===== src/rtl/corep_pkg.sv =====
// rtl/corep_pkg.sv - shared core types and constants for the branch-prediction front end
package corep;

    localparam int RAS_ENTRIES     = 16;
    localparam int LOG_RAS_ENTRIES = $clog2(RAS_ENTRIES);

    typedef logic [37:0]                PC38_t;
    typedef logic [LOG_RAS_ENTRIES-1:0] RAS_idx_t;

    localparam PC38_t INIT_PC38 = 38'h0;

endpackage


===== src/rtl/ras.sv =====
// rtl/ras.sv - circular return-address stack with zero-latency top read and checkpoint restore
// Optional occupancy counter and ret_empty flag: define RAS_OCCUPANCY_COUNT_EN.
module ras
    import corep::*;
#(
    parameter int    RAS_ENTRIES = corep::RAS_ENTRIES,
    parameter PC38_t INIT_PC38   = corep::INIT_PC38
) (
    input  logic     CLK,
    input  logic     RST,
    input  logic     link_valid,
    input  PC38_t    link_pc38,
    input  logic     ret_valid,
    output PC38_t    ret_pc38,
    output RAS_idx_t ras_index,
    input  logic     restore_valid,
`ifdef RAS_OCCUPANCY_COUNT_EN
    input  logic [LOG_RAS_ENTRIES:0] restore_count,
    output logic                     ret_empty,
`endif
    input  RAS_idx_t restore_ras_index
);

    PC38_t    entries_q [RAS_ENTRIES];
    RAS_idx_t idx_q, idx_d;
    logic     wr_en;
    RAS_idx_t wr_idx;

    // Restore wins outright; a call+return pair (RET_L) replaces the top in place.
    always_comb begin
        idx_d  = idx_q;
        wr_en  = 1'b0;
        wr_idx = idx_q;
        if (restore_valid) begin
            idx_d = restore_ras_index;
        end else if (link_valid && ret_valid) begin
            wr_en  = 1'b1;
            wr_idx = idx_q;
        end else if (link_valid) begin
            idx_d  = RAS_idx_t'(idx_q + 1'b1);
            wr_en  = 1'b1;
            wr_idx = RAS_idx_t'(idx_q + 1'b1);
        end else if (ret_valid) begin
            idx_d = RAS_idx_t'(idx_q - 1'b1);
        end
    end

    always_ff @(posedge CLK or posedge RST) begin
        if (RST) begin
            idx_q <= '0;
            for (int i = 0; i < RAS_ENTRIES; i++) begin
                entries_q[i] <= INIT_PC38;
            end
        end else begin
            idx_q <= idx_d;
            if (wr_en) begin
                entries_q[wr_idx] <= link_pc38;
            end
        end
    end

    assign ret_pc38  = entries_q[idx_q];
    assign ras_index = idx_q;

`ifdef RAS_OCCUPANCY_COUNT_EN
    localparam logic [LOG_RAS_ENTRIES:0] CNT_MAX = (LOG_RAS_ENTRIES+1)'(RAS_ENTRIES);

    logic [LOG_RAS_ENTRIES:0] cnt_q, cnt_d;

    // Counts live entries only; the pointer keeps wrapping independently of it.
    always_comb begin
        cnt_d = cnt_q;
        if (restore_valid) begin
            cnt_d = restore_count;
        end else if (link_valid && !ret_valid) begin
            if (cnt_q != CNT_MAX) begin
                cnt_d = cnt_q + 1'b1;
            end
        end else if (ret_valid && !link_valid) begin
            if (cnt_q != '0) begin
                cnt_d = cnt_q - 1'b1;
            end
        end
    end

    always_ff @(posedge CLK or posedge RST) begin
        if (RST) begin
            cnt_q <= '0;
        end else begin
            cnt_q <= cnt_d;
        end
    end

    assign ret_empty = (cnt_q == '0);
`endif

endmodule

===== config.mk =====
export PLATFORM = sky130hd
export DESIGN_NAME = ras
export DESIGN_NICKNAME = d
export VERILOG_FILES = /design/src/rtl/corep_pkg.sv /design/src/rtl/ras.sv
export SDC_FILE = /design/constraint.sdc
export NUM_CORES = 1
export LEC_CHECK = 0
export ABC_AREA = 1
export BUFFER_PORTS_ARGS = -buffer_cell sky130_fd_sc_hd__buf_2
export CELL_PAD_IN_SITES_DETAIL_PLACEMENT = 0
export CELL_PAD_IN_SITES_GLOBAL_PLACEMENT = 1
export CORE_MARGIN = 2
export CORE_UTILIZATION = 46
export CTS_CLUSTER_SIZE = 10
export DETAILED_ROUTE_END_ITERATION = 8
export PLACE_DENSITY_LB_ADDON = 0.1
export SLEW_MARGIN = 20
export SYNTH_ARGS = -nofsm -noshare
export SYNTH_HDL_FRONTEND = slang
export SYNTH_SLANG_ARGS = --single-unit

===== constraint.sdc =====
create_clock -name CLK -period 26.3 [get_ports CLK]
set_clock_uncertainty 0.05 [all_clocks]
set_input_delay 2.63 -clock CLK [delete_from_list [all_inputs] [get_ports CLK]]
set_output_delay 2.63 -clock CLK [all_outputs]
set_load 0.03 [all_outputs]

==> out/qor.csv <==
stage,metric,value,unit
critical_path,largest fanout on the critical path,127,
sta,Final min period,7.07,ns
place,I/O Buffers,88,
cts,H-tree depth,3,
sta,Achievable Freq,141,MHz
critical_path,Crit path top cell by count,nand2_1,
routing,total wire length,103000,um
logic_synthesis,Post-Syn Area,30800,um2
hold_path,Worst Hold Class,reg -> reg,
critical_path,CP Launch Point,ras_index[1],
cells_and_area,fin nets,4081,
critical_path,worst path bufs/invs,4,
logic_synthesis,Adder-Cell Fraction of Synth Area,0.0812,%
grt,initial antenna violation count,4,
sta,Slew Limit Fails,0,
critical_path,crit-path cells,inv_8 > buf_4 > buf_4 > o21ai_0 > o21ai_0 > nand2_1 > nand2_1 > nand2_1 > nand2_1 > buf_2,
grt,vias in the first global route,27100,
sta,Worst slew margin,27.0,%
outcome,status,"finished, final reports clean",
critical_path,critical path's slowest cell,buf_4,
sta,Final Hold Fails,0,
grt,total grt overflow,0,
logic_synthesis,syn_nets,4275,
flow_run,Max Cap Viol,0,
logic_synthesis,sequential-to-total area share from yosys stat,49.7,%
critical_path,CP endpoint kind,output port,
logic_synthesis,Synth Register Bits,612,
power_and_ir_drop,total power,3580,uW
cts,CTS Sinks,612,
hold_path,Hold Path Stages,2,
sta,setup violators final,0,
logic_synthesis,compound-gate portion of the synthesized area,7.02,%
critical_path,worst setup path class,reg -> out,
grt,GRT Total Usage,29.9,%
logic_synthesis,Ys Warns,0,
critical_path,worst r2r path cells,12,
cts,Skew-Pair Late Insertion Delay,0.60,ns
place,Final HPWL DP,48700,um
logic_synthesis,count of cell types in the netlist,28,
die,IO Pins,89,
grt,first-pass GRT wire length,163000,um
power_and_ir_drop,Max VDD drop,0.0530,mV
grt,M2 GR Usage,50.7,%
grt,gr busiest metal,met2,
hold_path,worst hold endpoint,entries_q[405],
routing,vias post-DR,27200,
die,FP Rows,94,
die,core area,66100,um2
grt,GR Util met1,41.0,%
die,die area,69100,um2
sta,setup TNS,0,ns
critical_path,crit-path max cell delay,0.87,ns
hold_path,Hold Startpoint,entries_q[405],
critical_path,CP Data Required Time,23.62,ns
grt,met3 usage,3.63,%
logic_synthesis,mux cell area share after synthesis,0,%
die,Die H,263,um
logic_synthesis,post-synthesis simple-gate area fraction,36.4,%
place,area post-placement,30900,um2
die,die width,263,um
cells_and_area,share of layout cells above drive strength 1,6.45,%
critical_path,CP arrival,4.39,ns
cts,CTS Buf Count,74,
critical_path,r2r startpoint,ras_index[0],
critical_path,r2r setup slk,20.45,ns
cts,CTS max path bufs,3,
sta,RSZ-0062 raised after global routing,false,
logic_synthesis,main combinational cell family by area after synthesis,simple AND/OR/NAND/NOR gates,
routing,drt wl/cell,20.8,um
sta,worst slew pin tran,1.10,ns
cells_and_area,Synth-to-Final Area Change,7.09,%
power_and_ir_drop,Leakage,0.0173,uW
cells_and_area,"Design Area, Final",33000,um2
logic_synthesis,Cells after Synth,4226,
sta,final worst path period share,26.9,%
cts,root buf cell,clkbuf_16,
logic_synthesis,syn_area_per_cell,7.29,um2
cts,post-CTS setup buffers,0,
critical_path,CP Launch Type,flip-flop,
routing,Vias/cell,5.51,
place,GP Congestion,0.760,
sta,Min Hold Slack,0.410,ns
routing,detailed-route DRC error count,0,
logic_synthesis,xor-xnor portion of the synthesized cell area,0.114,%
cts,clock-pin transition on the worst setup and hold timing paths,0.05,ns
cts,CTS tree,yes,
routing,initial drt markers,2369,
critical_path,worst r2r dst,entries_q[575],
cts,post-cts hold buffer count,0,
power_and_ir_drop,PwrDens,108,nW/um2
critical_path,Top delay family on crit path,buffers and inverters,
routing,1st-pass router iterations,5,
cells_and_area,highest-count cells in the layout ignoring fill and taps,"1,618 x nand2_1, 616 x nand3_1, 608 x dfrtp_1",
grt,largest net degree at the start of global routing,159,
routing,post-route ant nets,0,
cts,Resize count post-CTS,0,
cells_and_area,Final Core Density,49.9,%
die,Starting Density,46.6,%
cells_and_area,"most common cell after layout, fill and taps aside",nand2_1,
layer usage:
layer | routed length [um] | vias to the layer above
met5 | 30 | -
met4 | 2470 | 4
met3 | 5210 | 147
met2 | 49000 | 718
met1 | 45900 | 13300
li1 | - | 13100
final cells by class:
class,count,area (um2)
timing repair buffer,136,905
tap,864,1080
clock buffer,105,2070
fill,6713,33100
inverter,9,61.3
antenna,1,2.50
clock inverter,4,52.6
sequential,612,15300
multi-input combinational,3199,13500
cells by family after synthesis:
| family | count (synthesis) |
|---|---|
| AOI/OAI and AO/OA | 431 |
| and+or+nand+nor | 2762 |
| xor gates and xnor gates | 4 |
| buffers and inverters | 415 |
| adders and majority gates | 2 |
| DFF | 612 |
state kept, by name, indices dropped and copies added (netlist names):
| name | cells |
|---|---|
| entries_q | 608 |
| ras_index | 4 |
tightest hold or removal path, delay by kind of cell, from the launching register on:
family | cells | cell delay, ns
flops | 1 | 0.33
simple gates | 2 | 0.09
power breakdown:
part | total (uW) | internal [uW] | switching, uW
logic | 1030 | 339 | 695
clock network | 944 | 550 | 394
registers | 1600 | 1380 | 222
total | 3580 | 2270 | 1310
synthesized netlist by cell type, drive strengths merged:
master | n | area (um2)
nand3 | 617 | 3100
a21oi | 3 | 15.0
clkbuf | 178 | 668
buf | 228 | 1370
o21ai | 426 | 2140
xnor2 | 2 | 17.5
inv | 9 | 36.3
ha | 2 | 25.0
nand4 | 3 | 18.8
nand2 | 1637 | 6160
nor2 | 505 | 1940
xor2 | 2 | 17.5
a22oi | 1 | 7.51
dfrtp | 612 | 15300
o22ai | 1 | 6.26
metrics by stage:
step                      worst slack (ns)  cells
after floorplan                       6.48   4226
after global placement               19.66   4819
after detailed placement             19.58   4819
after CTS                            19.19   4928
after global routing                 19.01   4929
final                                19.23   4930
worst max path at each step:
| stage | endpoint | cells past startpoint |
|---|---|---|
| global placement | entries_q[96] | 12 |
| global route | ret_pc38[8] | 10 |
| floorplan | entries_q[0] | 1 |
| finish | ret_pc38[36] | 10 |
| detailed placement | entries_q[95] | 12 |
| CTS | ret_pc38[36] | 10 |
Note: power is estimated with default switching activity, not from simulation.
